==> config.mk <==
export PLATFORM = sky130hd
export DESIGN_NAME = barrel_shift_left_pipe
export DESIGN_NICKNAME = d
export VERILOG_FILES = /design/src/rtl/barrel_pkg.sv /design/src/rtl/barrel_rotl_stage.sv /design/src/rtl/barrel_shift_left_pipe.sv
export SDC_FILE = /design/constraint.sdc
export NUM_CORES = 1
export LEC_CHECK = 0
export BUFFER_PORTS_ARGS = -buffer_cell sky130_fd_sc_hd__buf_4
export CAP_MARGIN = 10
export CORE_ASPECT_RATIO = 1.1
export CORE_UTILIZATION = 55
export CTS_CLUSTER_DIAMETER = 30
export DETAILED_ROUTE_END_ITERATION = 6
export PLACE_DENSITY_LB_ADDON = 0.1
export SETUP_SLACK_MARGIN = 0.2
export SYNTH_ARGS = -nofsm -noshare
export SYNTH_HDL_FRONTEND = slang
export SYNTH_HIERARCHICAL = 1
export SYNTH_SLANG_ARGS = --single-unit
==> constraint.sdc <==
create_clock -name clk -period 2 [get_ports clk]
set_clock_uncertainty 0.1 [all_clocks]
set_input_delay 0.2 -clock clk [delete_from_list [all_inputs] [get_ports clk]]
set_output_delay 0.2 -clock clk [all_outputs]
set_load 0.005 [all_outputs]
==> src/rtl/barrel_pkg.sv <==
// barrel_pkg: shared width, amount and rotate types for the pipelined left rotator.
`ifndef WIDTH
`define WIDTH 8
`endif
package barrel_pkg;
    localparam int WIDTH  = `WIDTH;
    localparam int STAGES = $clog2(WIDTH);
    typedef logic [WIDTH-1:0]  word_t;
    typedef logic [STAGES-1:0] amt_t;
    function automatic word_t rotl(word_t x, int k);
        int m;
        m = k % WIDTH;
        return (m == 0) ? x : word_t'((x << m) | (x >> (WIDTH - m)));
    endfunction
endpackage

==> src/rtl/barrel_rotl_stage.sv <==
// barrel_rotl_stage: one registered rotate stage, rotating left by SHIFT when its amount bit is set.
module barrel_rotl_stage
    import barrel_pkg::*;
#(
    parameter int  WIDTH  = barrel_pkg::WIDTH,
    parameter int  SHIFT  = 1,
    localparam int STAGES = $clog2(WIDTH)
) (
    input  logic              clk,
    input  logic              rst,
    input  logic              i_vld,
    input  logic [WIDTH-1:0]  i_data,
    input  logic [STAGES-1:0] i_amt,
    input  logic              i_rdy,
    output logic              o_rdy,
    output logic              o_vld,
    output logic [WIDTH-1:0]  o_data,
    output logic [STAGES-1:0] o_amt
);
    localparam int B = $clog2(SHIFT);
    logic              r_vld;
    logic [WIDTH-1:0]  r_data;
    logic [STAGES-1:0] r_amt;
    logic [WIDTH-1:0]  w_rot;
    assign w_rot  = {i_data[WIDTH-1-SHIFT:0], i_data[WIDTH-1:WIDTH-SHIFT]};
    // a stage may load when empty or when its contents leave this cycle
    assign o_rdy  = ~r_vld | i_rdy;
    assign o_vld  = r_vld;
    assign o_data = r_data;
    assign o_amt  = r_amt;
    always_ff @(posedge clk) begin
        if (rst) begin
            r_vld  <= 1'b0;
            r_data <= '0;
            r_amt  <= '0;
        end else if (o_rdy) begin
            r_vld  <= i_vld;
            r_data <= i_amt[B] ? w_rot : i_data;
            r_amt  <= i_amt;
        end
    end
endmodule

==> src/rtl/barrel_shift_left_pipe.sv <==
// barrel_shift_left_pipe: log2(WIDTH)-stage pipelined rotate-left with valid/ready on both sides.
module barrel_shift_left_pipe
    import barrel_pkg::*;
#(
    parameter int  WIDTH  = barrel_pkg::WIDTH,
    localparam int STAGES = $clog2(WIDTH)
) (
    input  logic              clk,
    input  logic              rst,
    input  logic              in_vld,
    output logic              in_rdy,
    input  logic [WIDTH-1:0]  in,
    input  logic [STAGES-1:0] rl,
    output logic              out_vld,
    input  logic              out_rdy,
    output logic [WIDTH-1:0]  out_lh
);
    // index 0 is the input port, index s+1 is the output of stage s
    logic              w_vld  [STAGES+1];
    logic              w_rdy  [STAGES+1];
    logic [WIDTH-1:0]  w_data [STAGES+1];
    logic [STAGES-1:0] w_amt  [STAGES+1];
    assign w_vld[0]      = in_vld;
    assign w_data[0]     = in;
    assign w_amt[0]      = rl;
    assign w_rdy[STAGES] = out_rdy;
    assign in_rdy        = w_rdy[0];
    assign out_vld       = w_vld[STAGES];
    assign out_lh        = w_data[STAGES];
    for (genvar s = 0; s < STAGES; s++) begin : g_stage
        barrel_rotl_stage #(.WIDTH(WIDTH), .SHIFT(2 ** s)) u_stage (
            .clk    (clk),
            .rst    (rst),
            .i_vld  (w_vld[s]),
            .i_data (w_data[s]),
            .i_amt  (w_amt[s]),
            .i_rdy  (w_rdy[s+1]),
            .o_rdy  (w_rdy[s]),
            .o_vld  (w_vld[s+1]),
            .o_data (w_data[s+1]),
            .o_amt  (w_amt[s+1])
        );
    end
endmodule

* Yosys cells after proc, flatten, opt, wreduce, memory -nomap -nowiden
Cells that the tools add are included.
** Storage, ports and cells
- Register bits :: 33
- Input port bits :: 15
- Output and inout port bits :: 10
- Word-level logic and storage cells :: 17
** Cells by class
- Multiplexer cells :: 3
- Bitwise logic cells :: 6
** Operators with widths (number)
- 8-bit two-way mux :: 3
- 1-bit NOT :: 3
- 1-bit bitwise OR :: 3

* Depth between registers and ports, before layout
- Word-level depth :: 4
- Mapped depth :: 11
- Mapped depth without buffers :: 8

* Cells and area by module
The synthesis kept the hierarchy.
** Modules (own cells, without submodules)
- barrel_rotl_stage :: times used 3, cells each 53, area an instance 548.0 sq um

* Worst setup path after synthesis
Ideal clock, no wire load.
- Path type :: reg-to-reg
- Start point :: reg g_stage[2].u_stage.r_vld
- End point :: reg g_stage[0].u_stage.r_data[0]
- Setup time :: 0.123 ns
- Arrival time :: 1.515 ns
- Required time :: 1.777 ns
- Slack :: 0.262 ns
- Cell stages (with the launch flop) :: 12
- Path buffers :: 3
- Cells stage by stage :: dfxtp_1 -> nor2b_4 -> inv_2 -> buf_6 -> nor2b_4 -> inv_2 -> buf_6 -> nor2b_4 -> inv_2 -> buf_6 -> nor2_1 -> a211oi_2
** RTL lines
- from (decl) :: line barrel_rotl_stage.sv:21 : logic r_vld;
- from (signal assigned) :: line barrel_rotl_stage.sv:37 : r_vld <= i_vld;
- to (signal assigned) :: line barrel_rotl_stage.sv:38 : r_data <= i_amt[B] ? w_rot : i_data;
- to (decl) :: line barrel_rotl_stage.sv:22 : logic [WIDTH-1:0] r_data;

==> flow_summary.ini <==
[sta]
timing.hold.ws_ps = 33.66
fin_tns_setup_ps = 0
rsz0062_at_grt = false
hold_viol = 0
drv_slew = 0
fmax_ghz = 0.5925
finalCritPeriodShare_pct = 84.39
finalCriticalPeriod_ps = 1688
slew-limit-headroom_pct = 68.69
worst_slew_pin_slew_ps = 469.0
finalSetupViolations = 0

[logic_synthesis]
netlist_area_mm2 = 0.001449
yosys_warnings = 6
syn_area_per_cell_um2 = 10.73
syn_nets = 150
synth_cells = 135

[floorplan]
core_area_mm2 = 0.002496
dieArea_mm2 = 0.002844
start_util_pct = 58.05
ios = 25
row_count = 19
die_w_um = 50.94
die_y_um = 55.83

[layout]
area_growth_pct = 15.98
nets = 176
n_antenna_cell = 0
drive_gt1_share_pct = 41.88
fillers = 212
layout_common_cells = nor2_1 (30), buf_4 (30), dfxtp_1 (29), mux2i_1 (24), a211oi_2 (24)

[worst_setup_path]
crit_path_end_kind = output port
worstSetupPathType = flop to output port
worst_ep_required_time_ps = 1700
worst_ep_arrival_time_ps = 1390
slowest_stage = dfxtp_2
crit_buf_inv = 4
startpoint_type = flop
path_common_cell = nor2b_4
crit_family = simple AND/OR/NAND/NOR gates
critPathMaxFanout = 3
crit_chain = nor2b_4 > inv_2 > nor2b_4 > clkinv_4 > nor2b_4 > inv_6 > buf_4
cpPeakStageDelay_ps = 330

[pwr]
swShare_pct = 23.87
vdd_ir_drop_max_mv = 0.5646
intPower_w = 0.0008691
seqPwrFrac_pct = 57.7
p_sw_w = 0.0002725
p_per_area_mw_per_mm2 = 679.4
pwr-share-clk_pct = 30.1
combinationalPowerShare_pct = 12.2
p_leak_nw = 0.7055

[global_route]
grt_first_pass_wirelength_um = 4091
grt_antenna_before_repair = 0
grt_pass1_vias = 949
grt-ovfl-total = 0
grt_start_max_net_pins = 31
grt_usage_pct = 19.61

[drt]
wl_per_cell_um = 12.42
first_pass_iters = 2
drt_wl_total_um = 2373
ant_nets = 0
drc = 0
vias_per_cell = 5.236
drtIter0Drc = 12
vias = 1000

[clock_tree]
tritoncts.num_buffers = 5
cts.sinks = 30
cts_tree = done
clock_latency_ps = 310
htreeDepth = 2
clock_path_buffers = 2
clkSlewWorstSetupHoldPaths_ps = 90
cts-root-buf = clkbuf_4

[placed_design]
post-dp-hpwl_um = 1579
gp_congestion = 0.6980
io_buffer_count = 24

[job]
maxCapViolCount = 0

[min_path]
hold_path_class = input pin to flop

[outcome]
outcome = finished clean
power by group through the flow:
stage                     clock (W)  combinational (W)  sequential, W
after detailed placement          0           0.000136       0.000674
final                      0.000344           0.000139       0.000659
after floorplan                   0          0.0000983       0.000663
after global placement            0           0.000135       0.000671
after global routing       0.000378           0.000152       0.000665
after CTS                  0.000354           0.000139       0.000659
path summary, 6_finish.rpt:
kind,end,slack [ps],startpoint,depth (start not counted)
hold / removal,g_stage[0].u_stage/o_amt[1],30,rl[1],3
setup reg to reg,g_stage[0].u_stage/o_data[0],420,g_stage[2].u_stage/o_vld,9
hold reg to reg,g_stage[1].u_stage/o_amt[2],370,g_stage[0].u_stage/o_amt[2],2
setup / recovery,in_rdy,310,g_stage[2].u_stage/o_vld,7
registers in the layout (all words and copies together) (netlist names):
name	cells
g_stage.u_stage/o_data	24
g_stage.u_stage/o_amt	3
g_stage.u_stage/o_vld	3
stage by stage:
step | instance area (µm²) | utilization [%] | total power (W) | setup slack (ps) | std cells
floorplan | 1449 | - | 0.0007615 | 358.6 | 135
global placement | 1570 | 62.91 | 0.0008061 | 370.3 | 179
detailed placement | 1570 | 62.91 | 0.0008097 | 326.7 | 179
CTS | 1664 | 66.67 | 0.001153 | 238.5 | 189
global route | 1680 | 67.32 | 0.001194 | 223.6 | 191
finish | 1680 | 67.32 | 0.001142 | 312.2 | 191
timing repair:
action	4_1_cts	5_1_grt
endpoints found under the setup margin	1	1
resized for setup	4	2
endpoints found under the hold margin	1	0
setup buffers	3	2
hold buffers	1	0
layer usage:
layer,up-vias,GRT usage (%),wire length [µm]
met3,5,5.738,97
met1,451,23.22,1054
met5,-,0,0
li1,520,-,-
met4,0,8.333,39
met2,24,32.33,1182
layout make-up:
type | instances | area (µm²) | area share (%)
multi-input cells | 90 | 732.0 | 43.56
repair buffers | 31 | 235.2 | 14.00
well taps | 31 | 38.79 | 2.308
inverters | 3 | 21.27 | 1.266
flip-flops and latches | 30 | 601.8 | 35.82
clock buffers | 6 | 51.30 | 3.053
worst register-to-register path, cell delays in order, from the launching register on:
cell,delay [ps]
dfxtp_2,330
nor2b_4,140
inv_2,60
nor2b_4,140
clkinv_4,80
nor2b_4,160
inv_6,40
buf_4,200
nor2_1,140
a211oi_2,60
No activity file was read; power rests on OpenSTA's default activity.
